## src/rtl/fb_frame_writer.sv

```systemverilog
// Ping-pong frame buffer writer: raster pixel stream in, frame RAM writes out, bank handover on display frame tick.
// Optional FB_BINARIZE_EN: threshold each pixel to all-ones/zero against THRESH before writing.
module fb_frame_writer #(
  parameter int WIDTH  = 128,
  parameter int DEPTH  = 128,
  parameter int PIX_W  = 8,
  parameter int THRESH = 128,
  localparam int AW    = (WIDTH * DEPTH > 1) ? $clog2(WIDTH * DEPTH) : 1
) (
  input  logic            ClkPort,
  input  logic            reset,
  input  logic            s_valid,
  output logic            s_ready,
  input  logic [PIX_W-1:0] s_data,
  input  logic            s_sof,
  input  logic            frame_tick,
  output logic            wr_en,
  output logic [AW:0]     wr_addr,
  output logic [PIX_W-1:0] wr_data,
  output logic            rd_bank,
  output logic            frame_done,
  output logic            sof_err
);

  localparam int XW = (WIDTH > 1) ? $clog2(WIDTH) : 1;
  localparam int YW = (DEPTH > 1) ? $clog2(DEPTH) : 1;

  typedef enum logic [1:0] {IDLE, WRITE, PEND} state_t;

  state_t          state;
  logic [XW-1:0]   xCnt;
  logic [YW-1:0]   yCnt;
  logic [XW-1:0]   curX;
  logic [YW-1:0]   curY;
  logic            doWrite;
  logic            lineEnd;
  logic            lastPix;
  logic [AW-1:0]   offset;
  logic [PIX_W-1:0] pix;

  assign s_ready = (state != PEND);

  // A start-of-frame pixel (from IDLE, or a restart mid-frame) always lands at (0,0).
  // NOTE: always_comb assigns every signal on every path, so no latch can be inferred.
  always_comb begin
    curX    = (state == IDLE || s_sof) ? '0 : xCnt;
    curY    = (state == IDLE || s_sof) ? '0 : yCnt;
    doWrite = s_valid && s_ready && (state == WRITE || s_sof);
    lineEnd = (curX == XW'(WIDTH - 1));
    lastPix = lineEnd && (curY == YW'(DEPTH - 1));
    offset  = AW'(curY) * AW'(WIDTH) + AW'(curX);
`ifdef FB_BINARIZE_EN
    pix     = (s_data >= PIX_W'(THRESH)) ? '1 : '0;
`else
    pix     = s_data;
`endif
  end

`ifndef FB_BINARIZE_EN
  // THRESH only matters to the binarizing build.
  logic unusedThresh;
  assign unusedThresh = (THRESH != 0);
`endif

  // NOTE: sequential state uses non-blocking assignments so every register samples pre-edge values.
  always_ff @(posedge ClkPort or negedge reset) begin
    if (!reset) begin
      state      <= IDLE;
      xCnt       <= '0;
      yCnt       <= '0;
      rd_bank    <= 1'b0;
      wr_en      <= 1'b0;
      wr_addr    <= '0;
      wr_data    <= '0;
      frame_done <= 1'b0;
      sof_err    <= 1'b0;
    end else begin
      wr_en      <= 1'b0;
      frame_done <= 1'b0;
      case (state)
        IDLE, WRITE: begin
          if (doWrite) begin
            wr_en   <= 1'b1;
            wr_addr <= {~rd_bank, offset};
            wr_data <= pix;
            if (state == WRITE && s_sof) sof_err <= 1'b1;
            if (lastPix) begin
              xCnt       <= '0;
              yCnt       <= '0;
              frame_done <= 1'b1;
              state      <= PEND;
            end else if (lineEnd) begin
              xCnt  <= '0;
              yCnt  <= curY + YW'(1);
              state <= WRITE;
            end else begin
              xCnt  <= curX + XW'(1);
              yCnt  <= curY;
              state <= WRITE;
            end
          end
        end
        // Hold the finished frame until the display reaches a frame boundary.
        PEND: begin
          if (frame_tick) begin
            rd_bank <= ~rd_bank;
            state   <= IDLE;
          end
        end
        default: state <= IDLE;
      endcase
    end
  end

endmodule

```

## config.mk

```make
export PLATFORM = sky130hd
export DESIGN_NAME = fb_frame_writer
export DESIGN_NICKNAME = d
export VERILOG_FILES = /design/src/rtl/fb_frame_writer.sv
export SDC_FILE = /design/constraint.sdc
export NUM_CORES = 1
export LEC_CHECK = 0
export ABC_AREA = 1
export BUFFER_PORTS_ARGS = -buffer_cell sky130_fd_sc_hd__buf_2
export CAP_MARGIN = 5
export CORE_UTILIZATION = 54
export CTS_CLUSTER_DIAMETER = 50
export DETAILED_ROUTE_END_ITERATION = 10
export HOLD_SLACK_MARGIN = 0.12
export PLACE_DENSITY = 0.86
export REMOVE_ABC_BUFFERS = 1
export SLEW_MARGIN = 10
export SYNTH_ARGS = -nofsm -noshare
export SYNTH_HDL_FRONTEND = slang
export SYNTH_SLANG_ARGS = --single-unit
export TNS_END_PERCENT = 30
```

## constraint.sdc

```tcl
create_clock -name ClkPort -period 2.49 [get_ports ClkPort]
set_input_delay 0.498 -clock ClkPort [delete_from_list [all_inputs] [get_ports ClkPort]]
set_output_delay 0.498 -clock ClkPort [all_outputs]
set_load 0.005 [all_outputs]
```

==> summary.md <==
| Metric | Value |
|---|---|
| Run status | completed |
| Top routing layer used | met4 |
| Initial DRC Count | 62 |
| Routed length on met3 | around 150 um |
| Area after detailed placement | between 0.002 and 0.0025 mm2 |
| Number of nets still failing antenna checks after routing | 0 |
| Total inserted antenna cells | 0 |
| IO buf count | 40 |
| Reg area | about 0.0011 mm2 |
| Max capacitance violation total | 0 |
| Largest vdd supply drop | 485.7 uV |
| Worst slew margin relative to its limit | 0.6498 |
| Placement row count | 22 |
| Die Y-Extent | 63.61 um |
| Share of layout cells above drive strength 1 | 0.2386 |
| Final Hold Violating Endpoints | 0 |
| Power density over the cells | between 500 and 600 mW/mm2 |
| Antenna violations before repair | 0 |
| Via count of the first global-routing pass | between 1.5k and 2k |
| Leakage Power | 1.255 nW |
| Cts hold-fix bufs | 0 |
| Switching power total | between 0.3 and 0.4 mW |
| Hpwl dp | between 2 and 3 mm |
| Sequential share of power | 0.572 |
| Footprint of the multi-input gates | between 800 and 900 um2 |
| Setup repair after global routing missed its margin | no |
| Level count of the clock H-tree | 2 |
| Clock skew | between 6 and 7 ps |
| Total of fill cells in the finished design | between 300 and 400 |
| CTS max path bufs | 2 |
| Net count, final | between 200 and 300 |
| DRC violation count after routing | 0 |
| Top Ports | 41 |
| Post-synthesis instance total | between 200 and 250 |
| Biggest area consumer among synthesized cells | dfrtp_1 |
| Portion of synthesized cell area occupied by the leading cell type | 0.5250 |
| Reg-to-reg critical path endpoint | yCnt[1]$_DFFE_PN0P_ |
| Max FO, Critical Path | 9 |
| # Post-CTS Setup Buffers | 0 |
| Main flop type after synthesis | dfrtp_1 |
| Number of buffers created by CTS | 5 |
| Initial core utilization | 0.5598 |
| Kind of end point of the critical path | flip-flop |
| Net Sw Frac | 0.2537 |
| Final Critical Period | approximately 2100 ps |
| Largest cells by area after synthesis | dfrtp_1, nand2_1, o21ai_0 |
| Arrival time worst endpoint | approximately 2300 ps |
| Clock root buffer | clkbuf_8 |
| Post-Place Setup Slack | ~300 ps |
| Pin count of the biggest net entering global routing | between 40 and 50 |
| Clk network pwr share | 0.313 |
| Hold Crit Class | primary input to async pin |
| Part of the total power dissipated in combinational logic | 0.115 |
| Most numerous cell on the critical path | nand2_2 |
| Pin slew with the least headroom to its limit | roughly 530 ps |
| Internal Power | slightly below 1 mW |
| Worst setup margin | approximately 420 ps |
| Metal1 wirelength | roughly 1.8 mm |
| Count of final max-slew check failures | 0 |
| Proportion of synthesized chip area in sequential cells | 0.5250 |
| Horizontal die dimension | around 64 um |
| Routed length on met2 | 1.907 mm |
| Total of endpoints with negative setup slack in the final report | 0 |
| Area of the core | 0.003661 mm2 |
| Crit-path slowest cell | dfrtp_1 |
| RD Place Congestion | 0.8919 |
| Finished layout cell area | 0.002376 mm2 |
| Detailed-route wire length | between 3 and 4 mm |
| Average routed wire per standard cell | 11.78 um |
| TritonCTS sink count | 43 |
| Flops & latches, synth | 43 |
| Vias per Instance | between 5 and 6 |
| Global-route wire length before repair | 6.955 mm |
| Achievable frequency | 0.4827 GHz |
| CTS tree | done |
| Type of origin of the critical path | flip-flop |
| Kind of critical path | flip-flop to flip-flop |
| Count of instances resized after the clock tree is built | 0 |
| Cells along the critical path | inv_1 -> nand2_2 -> nand2_2 -> nor2_1 -> ha_1 -> nand4_2 -> nor2_4 -> nand2_2 -> nand2_2 -> inv_2 -> nand2_1 -> nand2_1 |
| Total iterations of the first detailed-routing run | 4 |
| Overall fraction of global-route tracks in use | 0.2229 |
| Number of cells on the worst reg-to-reg path | 12 |
| Synth Warn # | 0 |
| Crit path required time | around 2700 ps |
| Total Die Area | between 0.004 and 0.005 mm2 |
| Distinct cell type count after synthesis | 29 |
| Clock slew at reported path FFs | 80 ps |
| Post-Synthesis Cell Area | 0.002049 mm2 |
| Share of synthesized registers carrying an async set or reset | 1.000 |
| Number of flops mapped to enable cells by yosys | 0 |
| Commonest cells post-synth | nand2_1, dfrtp_1, inv_1 |
| Mean Syn Cell Area | roughly 8.5 um2 |
| Delay contributed by the slowest stage of the critical path | around 440 ps |
| Vias | between 1.5k and 2k |
| Aggregate global routing overflow | 0 |
| Cell with the most instances after synthesis | nand2_1 |
| Area overhead of the layout relative to synthesis | 15.93% |
| Share of the cycle needed by the critical path after routing | 0.8321 |
| Reg-to-reg critical path startpoint | state[1]$_DFFE_PN0P_ |
| Worst reg-to-reg setup slack | roughly 420 ps |
| Clock insertion delay at the later pin of the skew report | 290 ps |
-- sequential cells by signal (all words and copies together) (netlist names) --
signal and flops:
wr_addr 15, sof_err 1, frame_done 1, xCnt 7, state 2, wr_en 1, yCnt 7, rd_bank 1
wr_data 8
-- how the worst max path moves through the flow --
stage / end / start / depth (start not counted) / slack (ps)
3_5_place_dp: yCnt[1]$_DFFE_PN0P_ / s_sof / 12 / 300
6_report: yCnt[1]$_DFFE_PN0P_ / state[1]$_DFFE_PN0P_ / 12 / 420
3_3_place_gp: yCnt[1]$_DFFE_PN0P_ / s_sof / 12 / 390
4_1_cts: yCnt[1]$_DFFE_PN0P_ / state[1]$_DFFE_PN0P_ / 12 / 420
2_1_floorplan: xCnt[1]$_DFFE_PN0P_ / s_sof / 6 / -890
5_1_grt: yCnt[1]$_DFFE_PN0P_ / state[1]$_DFFE_PN0P_ / 12 / 200
-- cells in the final DEF, fill, tap and decap left out --
| cell | synthesis | routed |
|---|---|---|
| a41o_1 | 1 | 1 |
| buf_2 | 6 | 40 |
| buf_4 | 0 | 4 |
| clkbuf_1 | 1 | 2 |
| clkbuf_8 | 0 | 5 |
| clkinv_2 | 0 | 1 |
| dfrtp_1 | 43 | 43 |
| ha_1 | 2 | 2 |
| inv_1 | 17 | 17 |
| inv_2 | 2 | 2 |
| nand2_1 | 97 | 97 |
| nand2_2 | 4 | 4 |
| nand2_4 | 2 | 2 |
| nand3_1 | 7 | 7 |
| nand3_2 | 1 | 1 |
| nand3b_1 | 1 | 1 |
| nand4_1 | 7 | 7 |
| nand4_2 | 1 | 1 |
| nand4_4 | 1 | 1 |
| nor2_1 | 11 | 11 |
| nor2_2 | 4 | 4 |
| nor2_4 | 3 | 3 |
| o211ai_1 | 1 | 1 |
| o21a_1 | 1 | 1 |
| o21ai_0 | 15 | 15 |
| o21ai_1 | 2 | 2 |
| o21bai_1 | 1 | 1 |
| o22ai_1 | 2 | 2 |
| o31ai_1 | 1 | 1 |
| xnor2_1 | 1 | 1 |
| xor2_1 | 5 | 5 |
-- kinds of logic after synthesis --
family	count (synthesis)	synth area share
adder cells (fa/ha/maj)	2	0.01221
AO/OA/AOI/OAI	24	0.06716
flip-flops	43	0.5250
AND/OR/NAND/NOR	139	0.3132
XOR/XNOR	6	0.02564
buffers and inverters	27	0.05678
-- critical path: cells and delay by family, from the launching register on --
kind	cells	cell delay, ps
simple gates	9	1120
flops	1	440
fa+ha+maj	1	240
buf+inv	2	160
-- power groups by stage --
| stage | logic [mW] | clock network, mW | registers, mW |
|---|---|---|---|
| 2_1_floorplan | 0.0729 | 0 | 0.768 |
| 3_3_place_gp | 0.149 | 0 | 0.765 |
| 3_5_place_dp | 0.156 | 0 | 0.765 |
| 4_1_cts | 0.155 | 0.424 | 0.754 |
| 5_1_grt | 0.172 | 0.456 | 0.758 |
| 6_report | 0.152 | 0.412 | 0.754 |
-- stage by stage --
step                      utilization  power (mW)  hold slack, ps  setup TNS (ps)  std cells
after floorplan                     -      0.8412           202.4          -18920        233
after global placement         0.6268      0.9146           445.0               0        325
after detailed placement       0.6268      0.9209           458.5               0        325
after CTS                      0.6490       1.333           280.9               0        333
after global routing           0.6490       1.386           299.1               0        333
final                          0.6490       1.318           267.0               0        333
-- area by class of cell --
class,count,share of cell area
multi-input cells,171,0.3607
clock inverters,1,0.002106
clock buffers,7,0.03212
well taps,48,0.02528
flip-flops and latches,43,0.4529
repair buffers,44,0.09689
inverters,19,0.03002
-- routing by layer --
layer	vias up	global-route usage
met2	35	0.3551
met4	0	0.08523
met5	-	0
met1	790	0.2871
li1	853	-
met3	6	0.06159
Power figures use the tool's default switching activity.
